===== src/rtl/pc_sequencer.sv =====
// Program-counter sequencer: IDLE/RUN/DONE control with branch, call/return and a small return stack.
// Optional return-address stack compiled in with `define PC_SEQ_STACK_EN; without it call acts as branch and ret is ignored.
module pc_sequencer #(
    parameter int PC_W        = 10,
    parameter int STACK_DEPTH = 4,
    parameter int START_ADDR  = 0
) (
    input  logic            clk,
    input  logic            reset,
    input  logic            start,
    input  logic            halt,
    input  logic            branch_en,
    input  logic            call_en,
    input  logic            ret_en,
    input  logic [PC_W-1:0] target,
    output logic [PC_W-1:0] pc,
    output logic            running,
    output logic            done,
    output logic            fault
);

    localparam logic [PC_W-1:0] START_PC = PC_W'(START_ADDR);

    if (STACK_DEPTH < 1 || STACK_DEPTH > 16) begin : g_bad_depth
        $error("pc_sequencer: STACK_DEPTH must be in 1..16");
    end

    typedef enum logic [1:0] {
        S_IDLE = 2'd0,
        S_RUN  = 2'd1,
        S_DONE = 2'd2
    } state_t;

    state_t          state_q, state_d;
    logic            running_q, running_d;
    logic            done_q, done_d;
    logic [PC_W-1:0] pc_q, pc_d;
    logic [PC_W-1:0] pc_inc;
    logic            stk_fault;

    assign pc_inc = pc_q + PC_W'(1);

`ifdef PC_SEQ_STACK_EN
    localparam int SP_W  = $clog2(STACK_DEPTH + 1);
    localparam int IDX_W = (STACK_DEPTH > 1) ? $clog2(STACK_DEPTH) : 1;
    localparam logic [SP_W-1:0] SP_FULL = SP_W'(STACK_DEPTH);

    logic [PC_W-1:0]  stack_q [STACK_DEPTH];
    logic [SP_W-1:0]  sp_q, sp_d, sp_dec;
    logic [IDX_W-1:0] push_idx, pop_idx;
    logic             fault_q, fault_d;
    logic             push_en;

    assign sp_dec   = sp_q - SP_W'(1);
    assign push_idx = sp_q[IDX_W-1:0];
    assign pop_idx  = sp_dec[IDX_W-1:0];

    // Return has priority over call, so a simultaneous pair faults only on underflow.
    assign stk_fault = ret_en ? (sp_q == '0) : (call_en && (sp_q == SP_FULL));
    assign fault     = fault_q;

    // Entries are never read before being pushed, so they carry no reset.
    always_ff @(posedge clk) begin
        if (push_en) begin
            stack_q[push_idx] <= pc_inc;
        end
    end

    always_ff @(posedge clk or posedge reset) begin
        if (reset) begin
            sp_q    <= '0;
            fault_q <= 1'b0;
        end else begin
            sp_q    <= sp_d;
            fault_q <= fault_d;
        end
    end
`else
    logic unused_ret;

    assign unused_ret = ret_en;
    assign stk_fault  = 1'b0;
    assign fault      = 1'b0;
`endif

    // State register, also holding the registered status decodes.
    always_ff @(posedge clk or posedge reset) begin
        if (reset) begin
            state_q   <= S_IDLE;
            running_q <= 1'b0;
            done_q    <= 1'b0;
            pc_q      <= START_PC;
        end else begin
            state_q   <= state_d;
            running_q <= running_d;
            done_q    <= done_d;
            pc_q      <= pc_d;
        end
    end

    always_comb begin
        state_d = state_q;
        case (state_q)
            S_IDLE:  if (start) state_d = S_RUN;
            S_RUN:   if (halt || stk_fault) state_d = S_DONE;
            S_DONE:  if (!start) state_d = S_IDLE;
            default: state_d = S_IDLE;
        endcase
    end

    always_comb begin
        running_d = (state_d == S_RUN);
        done_d    = (state_d == S_DONE);
    end

    always_comb begin
        pc_d = pc_q;
`ifdef PC_SEQ_STACK_EN
        sp_d    = sp_q;
        fault_d = fault_q;
        push_en = 1'b0;
`endif
        if (state_q == S_IDLE && start) begin
            pc_d = START_PC;
`ifdef PC_SEQ_STACK_EN
            sp_d    = '0;
            fault_d = 1'b0;
`endif
        end else if (state_q == S_RUN && !halt) begin
`ifdef PC_SEQ_STACK_EN
            if (ret_en) begin
                if (sp_q == '0) begin
                    fault_d = 1'b1;
                end else begin
                    sp_d = sp_dec;
                    pc_d = stack_q[pop_idx];
                end
            end else if (call_en) begin
                if (sp_q == SP_FULL) begin
                    fault_d = 1'b1;
                end else begin
                    push_en = 1'b1;
                    sp_d    = sp_q + SP_W'(1);
                    pc_d    = target;
                end
            end else if (branch_en) begin
                pc_d = target;
            end else begin
                pc_d = pc_inc;
            end
`else
            if (call_en || branch_en) begin
                pc_d = target;
            end else begin
                pc_d = pc_inc;
            end
`endif
        end
    end

    assign pc      = pc_q;
    assign running = running_q;
    assign done    = done_q;

endmodule


===== config.mk =====
export PLATFORM = sky130hd
export DESIGN_NAME = pc_sequencer
export DESIGN_NICKNAME = d
export VERILOG_FILES = /design/src/rtl/pc_sequencer.sv
export SDC_FILE = /design/constraint.sdc
export NUM_CORES = 1
export LEC_CHECK = 0
export BUFFER_PORTS_ARGS = -buffer_cell sky130_fd_sc_hd__buf_2
export CAP_MARGIN = 20
export CELL_PAD_IN_SITES_DETAIL_PLACEMENT = 1
export CELL_PAD_IN_SITES_GLOBAL_PLACEMENT = 1
export CORE_ASPECT_RATIO = 1.1
export CORE_MARGIN = 2
export CORE_UTILIZATION = 34
export DETAILED_ROUTE_END_ITERATION = 8
export PLACE_DENSITY = 0.76
export REMOVE_ABC_BUFFERS = 1
export SLEW_MARGIN = 20
export SYNTH_ARGS = -nofsm -noshare
export SYNTH_HDL_FRONTEND = slang
export SYNTH_SLANG_ARGS = --single-unit

===== constraint.sdc =====
create_clock -name clk -period 1.4 [get_ports clk]
set_input_delay 0.14 -clock clk [delete_from_list [all_inputs] [get_ports clk]]
set_output_delay 0.14 -clock clk [all_outputs]
set_load 0.01 [all_outputs]

# Yosys cells after proc, flatten, opt, wreduce, memory -nomap -nowiden
# Cells that the tools add are included.
# totals
ff_bits	14
inputBits	17
# classes
add_sub_neg	1
eq_ne	4
muxes	7
reduce_logical	6
# ops
operator	count
$mux 10	3
$add 10x1->10 const B	1
$mux 2	3
$pmux 2 s3	1
$eq 2x1->1 const B	2
$eq 2x2->1 const B	2
$logic_and 1x1->1	2
$logic_not 2->1	1
$reduce_bool 2->1	1
$logic_not 1->1	1
$logic_or 1x1->1	1

# Longest topological paths before layout
# Gate-level depths: netlist of the first run.
# depth
word_depth	4
ltp_mapped	6

# Worst setup path after synthesis of the first run
# OpenSTA, ideal clock, no wires.
# synth_timing
path_kind	register to register
from	register pc_q[0], in the netlist pc[0]
to	register pc_q[8], in the netlist pc[8]
setup_ns	0.126
arrival_time_ns	1.227
required_ns	1.274
path_slack_ns	0.047
path_stages_with_launch	6
n_path_buf	0
synth_period_minus_slack_ns	1.353
cell_sequence	dfrtp_1 ha_1 nand3_1 nor3_1 o21ai_0 o2bb2ai_1
# synth_between
elab_chain_len	4
# synth_lines
item	line	text
from (decl)	37	logic [PC_W-1:0] pc_q, pc_d;
from (signal assigned)	97	pc_q <= pc_d;
$add 10x1->10	41	assign pc_inc = pc_q + PC_W'(1);
$mux 10	152	if (call_en || branch_en) begin
$mux 10	129	end else if (state_q == S_RUN && !halt) begin
$mux 10	123	if (state_q == S_IDLE && start) begin
# No other way between the ends. The select of a mux whose other input is x is not followed.
# A chain may end at the register's enable or synchronous reset.

# Final worst setup path of the first run
# layout_timing
from	register pc_q[0], in the netlist pc[0]
to	register pc_q[4], in the netlist pc[4]
# Same word-level chain as after synthesis.

==> impl_metrics.csv, run 1 <==
group,metric,value,unit
sta,fin_hold_ws,0.114,ns
global_routing,grtUsageTotal,0.178,
worst_setup_path,cp-startpoint,"pc[0]",
worst_setup_path,worstSetupEndpointType,"flip-flop",
finish,final_cell_mix,"buf_2 (27), buf_4 (15), dfrtp_1 (12), nand2_1 (9)",
worst_setup_path,timing.rr.start,"pc[0]",
sta,skew,0.0103,ns
worst_hold_path,hold_path_class,"primary input to flip-flop",
clocking,cts_buffers,3,
worst_setup_path,crit_fanout,4,
detailed_routing,wl_met1,1030,um
clocking,clk_latency,0.29,ns
finish,layoutNonFillerInstCount,160,
sta,drv_slew,0,
yosys,synthTopCellsByArea,"dfrtp_1 (44%), o2bb2ai_1 (6.6%), a21oi_1 (4.4%)",
die,start_util,0.358,
sta,fin_ws,0.0771,ns
detailed_routing,highest_layer,"met4",
sta,finalSetupViolations,0,
worst_setup_path,crit_type,"flip-flop to flip-flop",
sta,period_needed,1.32,ns
finish,antenna_cells,0,
global_routing,grt_pass1_vias,856,
place,port_buffers,27,
clocking,clk_pin_slew,0.10,ns
status,status,"complete, no violations",
clocking,cts_buffer_depth,2,
die,die_y,54.8,um
power,p_per_area,1880,nW/um^2
yosys,synth-compound-area-share,0.255,
finish,regArea,353,sq um
detailed_routing,met2_length,1200,um
power,peakVddDrop,0.829,mV
sta,relSlewSlack,0.629,
place,placed_area,1030,sq um
detailed_routing,drt_wl_total,2320,um
detailed_routing,first_iter_violations,7,
detailed_routing,wl_met3,77,um
yosys,synthSimpleGateAreaFrac,0.218,
sta,rsz0062_at_grt,"true",
yosys,netlist_area,798,sq um
clocking,cts_tree,"done",
detailed_routing,num_vias,831,
worst_setup_path,required,1.62,ns
die,rows,18,
power,total_leakage_power,0.533,nW
place,place_inst,152,
place,dpl.hpwl,1600,um
die,io_pins,30,
die,die_w,50.2,um
die,dieArea,2750,sq um
global_routing,grt_overflow_total,0,
yosys,syn_avg_cell_area,9.07,sq um
detailed_routing,dr.pass1.iters,4,
yosys,yosysTopAreaCellShare,0.439,
finish,nNetsFinal,149,
finish,drive_above_1_share,0.446,
sta,tightest_slew,0.557,ns
yosys,synth_largest_area_cell,"dfrtp_1",
yosys,synth_mux_area_frac,0.0125,
yosys,yosysSeqAreaShare,0.439,
place,post-place-ws,0.0340,ns
detailed_routing,viasPerCell,5.19,
yosys,synth.distinct_cells,31,
finish,area_growth,40.1,%
yosys,syn_inst,88,
global_routing,grt_antenna_before_repair,0,
sta,hold_violations,0,
sta,max_freq,756,MHz
global_routing,grt_max_degree,20,
detailed_routing,route.antenna.remaining_nets,0,
worst_setup_path,start_kind,"flip-flop",
finish,fin_area,1120,sq um
detailed_routing,drcViolationCount,0,
place,gp_congestion,0.739,
flow_run,cap_viol_max_count,0,
worst_setup_path,worstPathArrival,1.54,ns
finish,fill_cells,282,
yosys,synth_top_family_by_area,"compound AO/OA/AOI/OAI gates",
finish,final_common_cell,"buf_2",
yosys,ys_seq_elements,14,
power,p_total,2.10,mW
worst_hold_path,holdCritStartpoint,"target[2]",
sta,period_share,0.945,
die,coreArea,2230,sq um
clocking,clockRootBuffer,"clkbuf_4",
clocking,cts.sinks,14,
finish,multiInputGateArea,423,sq um
clocking,h-tree-depth,1,
yosys,ys.warnings.count,0,
yosys,synthAdderAreaFrac,0.0157,
detailed_routing,routedWlPerCell,14.5,um
global_routing,grt_pass1_wl,3710,um
yosys,synth_xor_area_frac,0,
-- Yosys cell counts --
cell	instances
mux2i_1	1
nor4_1	1
and3_1	1
conb_1	1
or2_2	2
nand3_1	2
o21ai_0	7
nand4_1	1
o41ai_2	1
inv_1	3
buf_6	1
buf_4	1
clkbuf_1	1
nor3b_1	1
a21oi_1	7
nand2b_1	2
o31ai_1	1
nor3_1	4
dfrtp_1	14
buf_2	2
and3_2	1
nand3_2	1
a22oi_1	2
o2bb2ai_1	6
nor3b_2	1
nand2_1	9
ha_1	1
or2_1	1
o22ai_1	4
a22o_1	2
nor2_1	6
-- repair_timing --
action                     4_1_cts  5_1_grt
gates resized for setup          0        6
buffers inserted                 0        3
hold endpoints to repair        14        0
setup endpoints to repair        0        5
hold buffers                     1        0
-- metrics by stage --
| stage | utilization | setup TNS (ns) |
|---|---|---|
| floorplan | - | -0.0177 |
| global placement | 0.461 | 0 |
| detailed placement | 0.461 | 0 |
| CTS | 0.482 | 0 |
| global route | 0.502 | -0.0392 |
| finish | 0.502 | 0 |
-- final timing paths --
| path | to | slack [ns] | cells after the start |
|---|---|---|---|
| worst max-delay path | pc[4] | 0.08 | 6 |
| worst min-delay path | pc[2] | 0.11 | 3 |
| worst max register to register | pc[4] | 0.08 | 6 |
| worst min register to register | state_q[1] | 0.54 | 1 |
| max in group asynchronous | state_q[0] | 0.56 | 3 |
| min in group asynchronous | pc[5] | 0.43 | 3 |
-- where the power goes --
group	total, mW	switching [mW]	internal, mW
combinational	1.02	0.509	0.512
clock	0.306	0.148	0.158
sequential	0.773	0.175	0.598
total	2.10	0.831	1.27
-- routing by layer --
| metal | up-vias | GRT usage |
|---|---|---|
| met4 | 0 | 0.0694 |
| met1 | 404 | 0.221 |
| met2 | 21 | 0.322 |
| met3 | 2 | 0.0164 |
| li1 | 404 | - |
| met5 | - | 0 |
-- registers in the layout (all words and copies together), names as in the netlist --
register	flops
state_q	2
done	1
pc	10
running	1
-- worst max-delay path: stages (launching register included) --
cell and delay, ns:
dfrtp_1 0.42, ha_2 0.22, nand3_2 0.12, buf_4 0.16, nor3_1 0.14, a21oi_1 0.06, o2bb2ai_1 0.15
-- cell families (layout without fill, tap and decap cells) --
| kind of cell | count (synthesis) | in the layout |
|---|---|---|
| buffers and inverters | 8 | 50 |
| multiplexers | 1 | 1 |
| AO/OA/AOI/OAI | 30 | 30 |
| flip-flops | 14 | 14 |
| adder cells (fa/ha/maj) | 1 | 1 |
| other | 1 | 1 |
| AND/OR/NAND/NOR | 33 | 33 |
-- area by class of cell --
type | count | area share
well taps | 30 | 0.0336
flip-flops and latches | 14 | 0.315
multi-input cells | 66 | 0.378
inverters | 3 | 0.0101
clock buffers | 4 | 0.0324
repair buffers | 43 | 0.230
Note: power is estimated with default switching activity, not from simulation.
==> inputs of run 2 (changes only) <==
--- a/config.mk
+++ b/config.mk
@@ -19,3 +19,4 @@
 export SYNTH_ARGS = -nofsm -noshare
 export SYNTH_HDL_FRONTEND = slang
 export SYNTH_SLANG_ARGS = --single-unit
+export TNS_END_PERCENT = 20
==> constraint.sdc (replaced) <==
create_clock -name clk -period 1.3 [get_ports clk]
set_input_delay 0.13 -clock clk [delete_from_list [all_inputs] [get_ports clk]]
set_output_delay 0.13 -clock clk [all_outputs]
set_load 0.01 [all_outputs]
==> run 2 against run 1 <==
The run now ends with setup timing left. Sequential share of layout area decreased by 1.9 points. Utilization increased by 3.0 points. First-iteration DRC count increased by 57%. Clock power increased by 7.2%. Via count increased by 2.8%. Sequential cell count unchanged. Non-clock buffer count increased by 3. Wire length increased by 6.3%. Power increased by 13%. Critical path depth unchanged. Fmax decreased by 1.6%. Final cell count increased by 1.9%. Critical path type unchanged.
==> impl_metrics.csv, run 2 (synthesis gave the netlist of run 1 again) <==
group,metric,value,unit
global_routing,grt_max_degree,17,
worst_setup_path,crit_buf_inv,1,
power,total_leakage_power,0.574,nW
detailed_routing,routedWlPerCell,15.1,um
finish,fill_cells,273,
place,dpl.hpwl,1710,um
sta,relSlewSlack,0.627,
finish,nNetsFinal,152,
clocking,clk_latency,0.29,ns
detailed_routing,drt_wl_total,2460,um
die,start_util,0.358,
power,peakVddDrop,1.00,mV
die,rows,18,
finish,final_cell_mix,"buf_2 (27), buf_4 (16), dfrtp_1 (13), nand2_1 (8)",
place,placed_area,1060,sq um
worst_setup_path,start_kind,"flip-flop",
worst_hold_path,hold_path_class,"primary input to flip-flop",
detailed_routing,route.antenna.remaining_nets,0,
die,dieArea,2750,sq um
die,io_pins,30,
power,power.switching,958,uW
worst_setup_path,slowest_stage,"dfrtp_1",
power,p_clk_frac,0.138,
worst_setup_path,crit_fanout,4,
finish,fin_area,1180,sq um
sta,finalSetupViolations,3,
sta,drv_slew,0,
power,intPower,1.41,mW
status,status,"finished with violations",
global_routing,grt_pass1_vias,855,
worst_setup_path,crit_chain,"ha_2 > nand3_4 > buf_6 > nor2_1 > o21ai_1 > o2bb2ai_1",
finish,final_common_cell,"buf_2",
sta,period_needed,1.34,ns
die,die_w,50.2,um
sta,period_share,1.03,
power,p_comb_frac,0.513,
finish,area_growth,48.4,%
flow_run,cap_viol_max_count,0,
clocking,cts_buffer_depth,2,
status,violations,"setup timing",
global_routing,grtUsageTotal,0.194,
detailed_routing,first_iter_violations,11,
place,gp_congestion,0.735,
clocking,clockRootBuffer,"clkbuf_4",
sta,fin_ws,-0.0443,ns
sta,skew,0.00348,ns
clocking,cts_tree,"done",
worst_setup_path,worstPathArrival,1.53,ns
worst_setup_path,cp-startpoint,"pc[0]",
worst_setup_path,crit_type,"flip-flop to flip-flop",
power,p_total,2.37,mW
power,p_seq_frac,0.349,
global_routing,grt_pass1_wl,3770,um
place,port_buffers,27,
finish,drive_above_1_share,0.489,
finish,final_core_util,0.531,
worst_setup_path,max_stage_delay,0.43,ns
finish,antenna_cells,0,
detailed_routing,num_vias,854,
sta,hold_violations,0,
sta,rsz0062_at_grt,"true",
detailed_routing,dr.pass1.iters,4,
detailed_routing,viasPerCell,5.24,
clocking,h-tree-depth,1,
die,coreArea,2230,sq um
worst_hold_path,holdCritStartpoint,"target[2]",
sta,max_freq,744,MHz
power,power.share.switching,0.404,
clocking,cts.sinks,14,
clocking,cts_buffers,3,
clocking,clk_pin_slew,0.09,ns
power,p_per_area,2000,nW/um^2
worst_setup_path,crit_family,"flip-flops",
die,die_y,54.8,um
worst_setup_path,worstSetupEndpointType,"flip-flop",
sta,tightest_slew,0.560,ns
global_routing,grt_antenna_before_repair,0,
worst_setup_path,timing.rr.start,"pc[0]",
detailed_routing,drcViolationCount,0,
global_routing,grt_overflow_total,0,
finish,largest_reg_flops,10,
worst_setup_path,required,1.48,ns
-- run 2: cell types whose count changed in the layout (fill, tap and decap cells not counted), moves of 2 or more --
cell     delta
a21oi_1     -2
a21oi_2     +2
buf_6       +2
nor3_4      +2
o21ai_0     -4
o21ai_1     +4
-- run 2: worst paths after layout --
kind,endpoint,slack (ns),depth (start not counted)
worst min register to register,pc[9],0.55,1
worst max-delay path,pc[6],-0.04,6
worst min-delay path,pc[2],0.11,3
worst max register to register,pc[6],-0.04,6
min in group asynchronous,pc[4],0.43,3
max in group asynchronous,pc[2],0.48,3
-- run 2: final cells by class --
cell class	instances	area (sq um)	area share
Tap cell	30	37.5	0.0317
Sequential cell	14	352	0.297
Multi-Input combinational cell	66	460	0.389
Clock buffer	4	36.3	0.0306
Inverter	3	11.3	0.00950
Timing Repair Buffer	46	288	0.243
-- run 2: per-stage QoR --
| step | hold slack (ns) | std cells | setup TNS (ns) | setup slack, ns |
|---|---|---|---|---|
| CTS | 0.110 | 162 | -0.00110 | -0.00110 |
| global route | 0.118 | 163 | -0.468 | -0.131 |
| finish | 0.106 | 163 | -0.0806 | -0.0443 |
| global placement | 0.204 | 156 | -0.0366 | -0.0276 |
| detailed placement | 0.204 | 156 | -0.123 | -0.0598 |
| floorplan | 0.0192 | 83 | -0.549 | -0.109 |
-- run 2: worst min-delay path: stages --
cell       delay, ns
buf_2           0.08
a21oi_1         0.05
o2bb2ai_1       0.11
-- run 2: power groups by stage --
stage / logic (mW) / registers [mW] / clock network (mW)
global route: 1.34 / 0.863 / 0.347
finish: 1.22 / 0.828 / 0.328
detailed placement: 1.09 / 0.830 / 0
global placement: 1.05 / 0.807 / 0
CTS: 1.14 / 0.813 / 0.334
floorplan: 0.365 / 0.943 / 0
-- run 2: routing by layer --
layer  wire length, um  track usage  up-vias
met4                50        0.111        0
li1                  -            -      412
met5                 0            0        -
met1              1020        0.208      416
met3               101       0.0301        5
met2              1290        0.366       21
-- run 2: what timing repair did --
item                                   4_1_cts  5_1_grt
setup buffers                                1        1
resized for setup                            4       15
endpoints found under the hold margin       14        0
setup endpoints to repair                    6        8
hold buffers                                 1        0
pin swaps                                    2        9
==> inputs of run 3 (changes only) <==
--- a/config.mk
+++ b/config.mk
@@ -7,14 +7,13 @@
 export LEC_CHECK = 0
 export BUFFER_PORTS_ARGS = -buffer_cell sky130_fd_sc_hd__buf_2
 export CAP_MARGIN = 20
-export CELL_PAD_IN_SITES_DETAIL_PLACEMENT = 1
-export CELL_PAD_IN_SITES_GLOBAL_PLACEMENT = 1
 export CORE_ASPECT_RATIO = 1.1
 export CORE_MARGIN = 2
-export CORE_UTILIZATION = 34
+export CORE_UTILIZATION = 47
 export DETAILED_ROUTE_END_ITERATION = 8
-export PLACE_DENSITY = 0.76
+export PLACE_DENSITY = 0.77
 export REMOVE_ABC_BUFFERS = 1
+export SETUP_SLACK_MARGIN = 0.5
 export SLEW_MARGIN = 20
 export SYNTH_ARGS = -nofsm -noshare
 export SYNTH_HDL_FRONTEND = slang
==> constraint.sdc (replaced) <==
create_clock -name clk -period 1.5 [get_ports clk]
set_input_delay 0.15 -clock clk [delete_from_list [all_inputs] [get_ports clk]]
set_output_delay 0.15 -clock clk [all_outputs]
set_load 0.01 [all_outputs]
==> run 3 against run 2 <==
Sequential cell count did not move. Final cell count fell by 10%. Via count rose by 0.47%. The run now ends clean. Clock power fell by 37%. Critical endpoint is now pc[4].
==> impl_metrics.csv, run 3 (synthesis gave the netlist of run 1 again) <==
group,metric,value,unit
global_routing,met3_usage,0.0231,
worst_setup_path,required,1.71,ns
detailed_routing,viasPerCell,5.88,
place,port_buffers,27,
power,power.share.switching,0.406,
detailed_routing,routedWlPerCell,14.3,um
sta,period_share,0.868,
clocking,clockRootBuffer,"clkbuf_4",
clocking,cts_buffers,3,
worst_hold_path,hold_path_class,"primary input to flip-flop",
clocking,clk_pin_slew,0.09,ns
clocking,cts_buffer_depth,2,
die,coreArea,1580,sq um
sta,skew,0.0107,ns
sta,setup_tns,0,ns
power,total_leakage_power,0.534,nW
place,placed_area,952,sq um
worst_setup_path,start_kind,"flip-flop",
detailed_routing,first_iter_violations,26,
die,die_w,43.3,um
power,intPower,1.16,mW
status,status,"complete, no violations",
finish,final_common_cell,"buf_2",
clocking,h-tree-depth,1,
clocking,cts_tree,"done",
worst_setup_path,crit_fanout,4,
finish,final_core_util,0.716,
sta,max_freq,768,MHz
sta,period_needed,1.30,ns
place,gp_congestion,0.800,
power,p_total,1.95,mW
die,dieArea,2040,sq um
finish,largest_reg_flops,10,
global_routing,grt-busiest-layer,"met2",
finish,antenna_cells,0,
global_routing,met2_usage,0.382,
sta,drv_slew,0,
die,die_y,47.2,um
detailed_routing,route.antenna.remaining_nets,0,
worst_setup_path,worstSetupEndpointType,"flip-flop",
detailed_routing,dr.pass1.iters,4,
die,rows,15,
finish,final_cell_mix,"buf_2 (27), buf_4 (14), dfrtp_1 (12), nand2_1 (8)",
finish,nNetsFinal,149,
clocking,clk_latency,0.28,ns
place,dpl.hpwl,1300,um
power,p_comb_frac,0.523,
global_routing,grt_pass1_wl,3260,um
flow_run,cap_viol_max_count,0,
power,p_seq_frac,0.370,
sta,tightest_slew,0.545,ns
sta,finalSetupViolations,0,
global_routing,grt_antenna_before_repair,0,
worst_setup_path,crit_type,"flip-flop to flip-flop",
finish,area_growth,41.4,%
place,post-place-ws,0.118,ns
sta,fin_ws,0.198,ns
sta,hold_violations,0,
worst_setup_path,timing.rr.start,"pc[1]",
global_routing,grt_pass1_vias,760,
worst_hold_path,holdCritStartpoint,"target[6]",
worst_setup_path,worstPathArrival,1.51,ns
worst_setup_path,cp-startpoint,"pc[1]",
clocking,cts.sinks,14,
power,peakVddDrop,0.891,mV
power,power.switching,790,uW
finish,drive_above_1_share,0.488,
die,io_pins,30,
global_routing,grt_overflow_total,0,
sta,relSlewSlack,0.636,
detailed_routing,drcViolationCount,0,
power,p_per_area,1720,nW/um^2
detailed_routing,num_vias,858,
sta,rsz0062_at_grt,"true",
finish,fin_area,1130,sq um
global_routing,use_met1,0.278,
power,p_clk_frac,0.107,
global_routing,grt_max_degree,20,
global_routing,grtUsageTotal,0.215,
detailed_routing,drt_wl_total,2100,um
die,start_util,0.506,
## run 3: cell count changes in the layout (fill, tap and decap cells not counted), sizes merged
cell	change
buf	-3
clkbuf	-1
## run 3: power by group through the flow
stage                     clock (mW)  combinational (mW)  sequential, mW
after global placement             0               0.682           0.753
after floorplan                    0               0.316           0.817
after detailed placement           0               0.697           0.765
after global routing           0.223                1.12           0.741
final                          0.208                1.02           0.719
after CTS                      0.208               0.988           0.711
## run 3: area by class of cell
class	count	area, sq um
repair buffers	43	262
flip-flops and latches	14	353
fillers	128	448
well taps	17	21.3
clock buffers	3	22.5
multi-input cells	66	459
inverters	3	11.3
## run 3: path summary, 6_finish.rpt
check | cells past startpoint | slack [ns] | endpoint
max in group asynchronous | 3 | 0.65 | state_q[1]
max | 6 | 0.20 | pc[4]
min reg2reg | 1 | 0.53 | running
max reg2reg | 6 | 0.20 | pc[4]
min | 3 | 0.15 | pc[6]
min in group asynchronous | 3 | 0.45 | pc[3]
## run 3: layer usage
layer,wire [um],vias up,share of wire
li1,-,405,-
met5,0,-,0
met1,858,413,0.41
met4,15,0,0.0072
met3,111,5,0.053
met2,1110,35,0.53
## run 3: per-stage QoR
step                      std cells  hold slack, ns
after floorplan                  83          0.0392
after global placement          131           0.218
after detailed placement        131           0.221
after CTS                       146           0.146
after global routing            146           0.165
final                           146           0.147
## run 3: repair_timing
action                                  4_1_cts  5_1_grt
endpoints found under the hold margin        14        0
endpoints found under the setup margin       19       21
hold buffers                                  1        0
pin swaps                                    10        4
buffers inserted                             10        0
gates resized for setup                      16        3
cloned                                        1        0
## run 3: worst max-delay path: stages (launching register included)
cell and delay (ns):
dfrtp_1 0.42, ha_2 0.24, nand3_4 0.10, buf_6 0.13, nor3_1 0.15, a21oi_1 0.06, o2bb2ai_1 0.14
